--- config.mk ---
export PLATFORM = sky130hd
export DESIGN_NAME = itcm_boot_loader
export DESIGN_NICKNAME = d
export VERILOG_FILES = /design/src/rtl/itcm_boot_loader.sv
export SDC_FILE = /design/constraint.sdc
export NUM_CORES = 1
export LEC_CHECK = 0
export CAP_MARGIN = 10
export CORE_MARGIN = 1.5
export CORE_UTILIZATION = 45
export CTS_BUF_LIST = sky130_fd_sc_hd__clkbuf_2
export CTS_CLUSTER_DIAMETER = 120
export DETAILED_ROUTE_END_ITERATION = 10
export PLACE_DENSITY = 0.78
export SLEW_MARGIN = 20
export SYNTH_ARGS = -nofsm -noshare
export SYNTH_HDL_FRONTEND = slang
export SYNTH_SLANG_ARGS = --single-unit
--- constraint.sdc ---
create_clock -name clk -period 6.5 [get_ports clk]
set_clock_uncertainty 0.05 [all_clocks]
set_input_delay 1.95 -clock clk [delete_from_list [all_inputs] [get_ports clk]]
set_output_delay 1.95 -clock clk [all_outputs]
set_load 0.01 [all_outputs]
--- src/rtl/itcm_boot_loader.sv ---
// ---------------------------------------------------------------------------
// itcm_boot_loader
//
// Loads an rv32 program image into ITCM ahead of cpu_top.
//
// The loader takes a raw byte stream, for example from a UART or debug bridge.
// It packs the bytes little-endian into 32-bit words, so the first byte lands
// in bits [7:0]. Each word is written into the ITCM write port. After the
// image, the rest of ITCM is zero-filled. The core is held in reset until the
// whole memory has been written.
//
// Ports
//   clk, rst_n         system clock, asynchronous active-low reset
//   start              one-cycle pulse that begins a load (sampled in IDLE)
//   byte_vld/byte_rdy  stream handshake; a byte moves when both are high
//   byte_data          stream byte
//   byte_last          marks the final image byte (qualified by vld&rdy)
//   itcm_cs/itcm_we    one-cycle write strobe (we mirrors cs)
//   itcm_addr          ITCM word address
//   itcm_wdata         ITCM write data
//   itcm_wem           byte write mask, all ones while writing
//   cpu_rst_n          core reset, released only once loading is done
//   busy               loading, flushing a partial word or zero-filling
//   done               image complete; core running
//   ovf                sticky: bytes arrived after ITCM was already full
// ---------------------------------------------------------------------------
module itcm_boot_loader #(
    parameter int ITCM_WORDS = 4096,
    parameter int AW         = 12
) (
    input  logic          clk,
    input  logic          rst_n,
    input  logic          start,
    input  logic          byte_vld,
    output logic          byte_rdy,
    input  logic [7:0]    byte_data,
    input  logic          byte_last,
    output logic          itcm_cs,
    output logic          itcm_we,
    output logic [AW-1:0] itcm_addr,
    output logic [31:0]   itcm_wdata,
    output logic [3:0]    itcm_wem,
    output logic          cpu_rst_n,
    output logic          busy,
    output logic          done,
    output logic          ovf
);

    typedef enum logic [2:0] {
        S_IDLE  = 3'd0,
        S_LOAD  = 3'd1,
        S_FLUSH = 3'd2,
        S_ZERO  = 3'd3,
        S_DONE  = 3'd4
    } state_t;

    // The address counter is one bit wider than the port so that it can hold
    // ITCM_WORDS itself. That value is the "memory full" marker.
    localparam logic [AW:0] WORDS_C = (AW+1)'(ITCM_WORDS);
    localparam logic [AW:0] LAST_C  = (AW+1)'(ITCM_WORDS - 1);

    state_t        state_q, state_d;
    logic [1:0]    lane_q, lane_d;
    logic [31:0]   word_q, word_d;
    logic [AW:0]   addr_q, addr_d;
    logic          ovf_q, ovf_d;
    logic          cs_q, cs_d;
    logic [AW-1:0] waddr_q, waddr_d;
    logic [31:0]   wdata_q, wdata_d;
    logic          rdy_q, rdy_d;
    logic          busy_q, busy_d;
    logic          done_q, done_d;
    logic          cpu_rst_n_q, cpu_rst_n_d;

    logic          hs;
    logic          full;
    logic [AW:0]   addr_inc;
    logic [31:0]   word_ins;

    assign hs       = (state_q == S_LOAD) && byte_vld && rdy_q;
    assign full     = (addr_q == WORDS_C);
    assign addr_inc = addr_q + 1'b1;
    // The word register is cleared at every word boundary. OR-ing the new
    // byte into its lane therefore leaves the unfilled upper lanes at zero.
    assign word_ins = word_q | ({24'h0, byte_data} << {lane_q, 3'b000});

    // State register and all output/datapath flops
    always_ff @(posedge clk or negedge rst_n) begin
        if (!rst_n) begin
            state_q     <= S_IDLE;
            lane_q      <= 2'd0;
            word_q      <= 32'h0;
            addr_q      <= '0;
            ovf_q       <= 1'b0;
            cs_q        <= 1'b0;
            waddr_q     <= '0;
            wdata_q     <= 32'h0;
            rdy_q       <= 1'b0;
            busy_q      <= 1'b0;
            done_q      <= 1'b0;
            cpu_rst_n_q <= 1'b0;
        end else begin
            state_q     <= state_d;
            lane_q      <= lane_d;
            word_q      <= word_d;
            addr_q      <= addr_d;
            ovf_q       <= ovf_d;
            cs_q        <= cs_d;
            waddr_q     <= waddr_d;
            wdata_q     <= wdata_d;
            rdy_q       <= rdy_d;
            busy_q      <= busy_d;
            done_q      <= done_d;
            cpu_rst_n_q <= cpu_rst_n_d;
        end
    end

    // Next-state and byte-packing datapath
    always_comb begin
        state_d = state_q;
        lane_d  = lane_q;
        word_d  = word_q;
        addr_d  = addr_q;
        ovf_d   = ovf_q;
        unique case (state_q)
            S_IDLE: begin
                if (start) begin
                    state_d = S_LOAD;
                    lane_d  = 2'd0;
                    word_d  = 32'h0;
                    addr_d  = '0;
                    ovf_d   = 1'b0;
                end
            end
            S_LOAD: begin
                if (hs) begin
                    if (full) begin
                        // Memory already full: drain and discard the stream.
                        ovf_d = 1'b1;
                        if (byte_last) state_d = S_DONE;
                    end else if (lane_q == 2'd3) begin
                        lane_d = 2'd0;
                        word_d = 32'h0;
                        addr_d = addr_inc;
                        if (byte_last)
                            state_d = (addr_inc == WORDS_C) ? S_DONE : S_ZERO;
                    end else begin
                        lane_d = lane_q + 2'd1;
                        word_d = word_ins;
                        if (byte_last) state_d = S_FLUSH;
                    end
                end
            end
            S_FLUSH: begin
                addr_d  = addr_inc;
                state_d = (addr_inc == WORDS_C) ? S_DONE : S_ZERO;
            end
            S_ZERO: begin
                addr_d = addr_inc;
                if (addr_q == LAST_C) state_d = S_DONE;
            end
            S_DONE: begin
                state_d = S_DONE;
            end
            default: begin
                state_d = S_IDLE;
            end
        endcase
    end

    // Registered-output next values
    always_comb begin
        cs_d    = 1'b0;
        waddr_d = '0;
        wdata_d = 32'h0;
        unique case (state_q)
            S_LOAD: begin
                if (hs && !full && (lane_q == 2'd3)) begin
                    cs_d    = 1'b1;
                    waddr_d = addr_q[AW-1:0];
                    wdata_d = word_ins;
                end
            end
            S_FLUSH: begin
                cs_d    = 1'b1;
                waddr_d = addr_q[AW-1:0];
                wdata_d = word_q;
            end
            S_ZERO: begin
                cs_d    = 1'b1;
                waddr_d = addr_q[AW-1:0];
                wdata_d = 32'h0;
            end
            default: begin
                cs_d = 1'b0;
            end
        endcase
        rdy_d  = (state_d == S_LOAD);
        busy_d = (state_d == S_LOAD) || (state_d == S_FLUSH) || (state_d == S_ZERO);
        // state_q enters DONE together with the final write strobe. Keying
        // done off state_q makes done and cpu_rst_n rise one cycle after that
        // final write.
        done_d      = (state_q == S_DONE);
        cpu_rst_n_d = (state_q == S_DONE);
    end

    assign byte_rdy   = rdy_q;
    assign itcm_cs    = cs_q;
    assign itcm_we    = cs_q;
    assign itcm_addr  = waddr_q;
    assign itcm_wdata = wdata_q;
    assign itcm_wem   = {4{cs_q}};
    assign cpu_rst_n  = cpu_rst_n_q;
    assign busy       = busy_q;
    assign done       = done_q;
    assign ovf        = ovf_q;

endmodule
==> out/metrics.json <==
{
  "status": {"value": "completed"},
  "diodes": {"value": 0},
  "synth.lib_cells_used.distinct": {"value": 46},
  "post_drt_wl_per_cell": {"value": 15.2, "unit": "um"},
  "max_cap_viol_count": {"value": 0},
  "synthTopCellsByCount": {"value": "dfrtp_1 (99), nor2_1 (83), a21oi_1 (73), o21ai_0 (18)"},
  "ys_ff_latch": {"value": 99},
  "synth_edf_count": {"value": 0},
  "clock-root-buffer": {"value": "clkbuf_2"},
  "vias_after_detailed_routing": {"value": 3223},
  "timing.max_slew.rel_slack": {"value": 40.7, "unit": "%"},
  "die_width": {"value": 99.9, "unit": "um"},
  "multiInputGateArea": {"value": 0.00158, "unit": "mm^2"},
  "crit_slowest_cell": {"value": "clkdlybuf4s50_1"},
  "hold_start": {"value": "word_q[28]$_DFFE_PN0P_"},
  "hold_path_end": {"value": "itcm_wdata[28]$_DFF_PN0_"},
  "grt_overflow": {"value": 0},
  "slew_violations": {"value": 0},
  "cts-root-to-sink-buffers": {"value": 2},
  "hold_violations": {"value": 0},
  "cts_setup_buffers": {"value": 0},
  "drt_pass1_iterations": {"value": 4},
  "ff2ff_setup_slack": {"value": 3.86, "unit": "ns"},
  "antenna_found_initial": {"value": 0},
  "placed_cell_area": {"value": 0.00492, "unit": "mm^2"},
  "final.min_clock_period": {"value": 3.57, "unit": "ns"},
  "critPathKind": {"value": "flip-flop to primary output"},
  "path_max_fanout": {"value": 6},
  "ys_async_sr_fraction": {"value": 100, "unit": "%"},
  "tritoncts_clock_tree": {"value": "yes"},
  "placement.setup.worst_slack": {"value": 2.19, "unit": "ns"},
  "cell_row_count": {"value": 35},
  "maxClockFrequency": {"value": 280, "unit": "MHz"},
  "synth.top_cells.by_area": {"value": "dfrtp_1 (59%), a21oi_1 (8.6%), nor2_1 (7.4%)"},
  "final.setup.worst_slack": {"value": 2.93, "unit": "ns"},
  "drt_wl_total": {"value": 8.91, "unit": "mm"},
  "detail_route.iter0.violations": {"value": 265},
  "numClockSinks": {"value": 99},
  "die_height": {"value": 99.9, "unit": "um"},
  "area.sequential": {"value": 0.00248, "unit": "mm^2"},
  "rsz0062_at_grt": {"value": "no"},
  "post_cts_resize_count": {"value": 0},
  "crit_family": {"value": "buffers and inverters"},
  "setup_viol": {"value": 0},
  "finalCritPeriodShare": {"value": 54.9, "unit": "%"},
  "design.portCount": {"value": 68},
  "synth_largest_type_area_fraction": {"value": 58.6, "unit": "%"},
  "num-nets-final": {"value": 487},
  "critical_path_arrival": {"value": 1.57, "unit": "ns"},
  "gp_routability_congestion": {"value": 0.813},
  "fillerInstances": {"value": 803},
  "synth.most_common_cell": {"value": "dfrtp_1"},
  "post-route-drc-count": {"value": 0},
  "via_per_inst": {"value": 5.50},
  "finalNonFillerCells": {"value": 586},
  "port-buffer-count": {"value": 67},
  "synth_area_leader_cell": {"value": "dfrtp_1"},
  "worst_margin_pin_slew": {"value": 0.887, "unit": "ns"},
  "postCtsHoldBufs": {"value": 0},
  "vias_in_the_first_global_route": {"value": 3005},
  "hold_path_class": {"value": "flip-flop to flip-flop"},
  "ys_seq_area_share": {"value": 58.6, "unit": "%"},
  "route.antenna.remaining_nets": {"value": 0},
  "final.setup.tns": {"value": 0, "unit": "ns"},
  "drive_gt1_share": {"value": 7.79, "unit": "%"},
  "cts_bufs_inserted": {"value": 9},
  "critical_path_cell_count": {"value": 1},
  "numPlacedInstances": {"value": 570},
  "grtUsageTotal": {"value": 18.9, "unit": "%"},
  "cell_area_after_layout": {"value": 0.00503, "unit": "mm^2"},
  "min_path_cells": {"value": 2},
  "r2r.worst_path.cells": {"value": 7},
  "synth_nets": {"value": 436},
  "timing.critical_path.buf_inv": {"value": 1},
  "syn2layout_area_growth": {"value": 19.0, "unit": "%"},
  "start_util": {"value": 46.2, "unit": "%"},
  "synth_cells": {"value": 419},
  "detailed_place_hpwl": {"value": 6.03, "unit": "mm"},
  "synth_warnings": {"value": 0},
  "ir_drop": {"value": 0.0968, "unit": "mV"},
  "fp.coreArea": {"value": 0.00915, "unit": "mm^2"},
  "grt_first_pass_wirelength": {"value": 14.8, "unit": "mm"},
  "fp.dieArea": {"value": 0.00998, "unit": "mm^2"},
  "timing.rr.start": {"value": "addr_q[0]$_DFFE_PN0P_"},
  "htree_levels": {"value": 3},
  "postSynth.topFlopCell": {"value": "dfrtp_1"},
  "critPathRequiredTime": {"value": 4.50, "unit": "ns"},
  "syn_area": {"value": 0.00423, "unit": "mm^2"},
  "cellLeakagePower": {"value": 0.00220, "unit": "uW"},
  "clock_latency": {"value": 0.56, "unit": "ns"},
  "worst_path_largest_cell_delay": {"value": 0.57, "unit": "ns"},
  "startpoint_type": {"value": "flip-flop"},
  "worst_r2r_endpoint": {"value": "addr_q[1]$_DFFE_PN0P_"},
  "critical_path.cell_chain": {"value": "clkdlybuf4s50_1"},
  "grt_start_max_net_pins": {"value": 65},
  "critPathCaptureType": {"value": "primary output"},
  "clkSlewWorstSetupHoldPaths": {"value": 0.29, "unit": "ns"},
  "power_density": {"value": 259, "unit": "mW/mm^2"},
  "avgSynthCellArea": {"value": 10.1, "unit": "um^2"}
}
power breakdown:
part,switching (uW),internal (uW)
sequential,77.9,688
combinational,131,126
clock,217,61.3
total,426,875
metrics by stage:
step	hold WS, ns	util [%]	total power, uW
floorplan	0.413	-	941
global placement	0.424	53.7	1020
detailed placement	0.432	53.7	1030
CTS	0.464	54.9	1310
global route	0.478	54.9	1380
finish	0.480	54.9	1300
placed cells by master (no fill, tap or decap), types with 2 or more instances in the layout:
| cell | synthesis | layout |
|---|---|---|
| dfrtp_1 | 99 | 99 |
| nor2_1 | 83 | 82 |
| a21oi_1 | 73 | 73 |
| clkdlybuf4s50_1 | 0 | 66 |
| o21ai_0 | 18 | 18 |
| nor2b_1 | 14 | 14 |
| nand2_1 | 14 | 14 |
| clkbuf_2 | 1 | 10 |
| nand2b_1 | 8 | 8 |
| nor3_1 | 7 | 7 |
| inv_1 | 6 | 6 |
| nand3_1 | 6 | 6 |
| buf_4 | 8 | 6 |
| a21o_1 | 5 | 5 |
| o31ai_1 | 5 | 5 |
| nor4_1 | 4 | 4 |
| ha_1 | 4 | 4 |
| and3_1 | 3 | 3 |
| nor4b_2 | 3 | 3 |
| or3_1 | 3 | 3 |
| xor2_1 | 3 | 3 |
| inv_6 | 0 | 3 |
| nand4_1 | 2 | 2 |
| xnor2_1 | 2 | 2 |
| a211oi_1 | 2 | 2 |
| a31o_2 | 2 | 2 |
| o31a_1 | 2 | 2 |
| clkinv_4 | 0 | 2 |
area by class of cell:
type	count	area share, %
Inverter	6	0.448
Clock buffer	10	0.996
Timing Repair Buffer	72	14.0
Multi-Input combinational cell	282	31.4
Clock inverter	6	1.10
Tap cell	111	2.76
Sequential cell	99	49.3
worst register-to-register path: cells and delay by family, from the launching register on:
| kind | cells | cell delay, ns |
|---|---|---|
| AO/OA/AOI/OAI | 2 | 0.96 |
| AND/OR/NAND/NOR | 2 | 0.54 |
| flip-flops | 1 | 0.49 |
| buffers and inverters | 2 | 0.38 |
| adder cells (fa/ha/maj) | 1 | 0.16 |
cell families (layout without fill, tap and decap cells):
logic type	count (synthesis)	after routing	share of synthesized area (%)
AOI/OAI and AO/OA	117	117	16.1
xor gates and xnor gates	5	5	1.04
muxes	1	1	0.237
and+or+nand+nor	155	155	18.4
adders and majority gates	4	4	1.18
DFF	99	99	58.6
buffers and inverters	38	94	4.38
how the worst max path moves through the flow:
stage | startpoint | endpoint | slack [ns]
2_1_floorplan | byte_vld | addr_q[11]$_DFFE_PN0P_ | 3.25
3_3_place_gp | byte_vld | word_q[10]$_DFFE_PN0P_ | 2.32
3_5_place_dp | start | word_q[0]$_DFFE_PN0P_ | 2.19
4_1_cts | start | word_q[22]$_DFFE_PN0P_ | 2.84
5_1_grt | itcm_cs$_DFF_PN0_ | itcm_cs | 2.79
6_report | itcm_cs$_DFF_PN0_ | itcm_cs | 2.93
sequential cells by signal (all words and copies together), names as in the netlist:
register	cells
itcm_wdata	32
lane_q	2
busy	1
byte_rdy	1
cpu_rst_n	1
state_q	3
itcm_cs	1
addr_q	13
itcm_addr	12
word_q	32
ovf	1
routing by layer:
layer	up-vias	global-route usage [%]	share of wire, %
met3	13	2.51	4.7
li1	1528	-	-
met4	0	7.69	1.8
met5	-	0	0
met2	110	28.9	46
met1	1572	27.5	47
No activity file was read; power rests on OpenSTA's default activity.
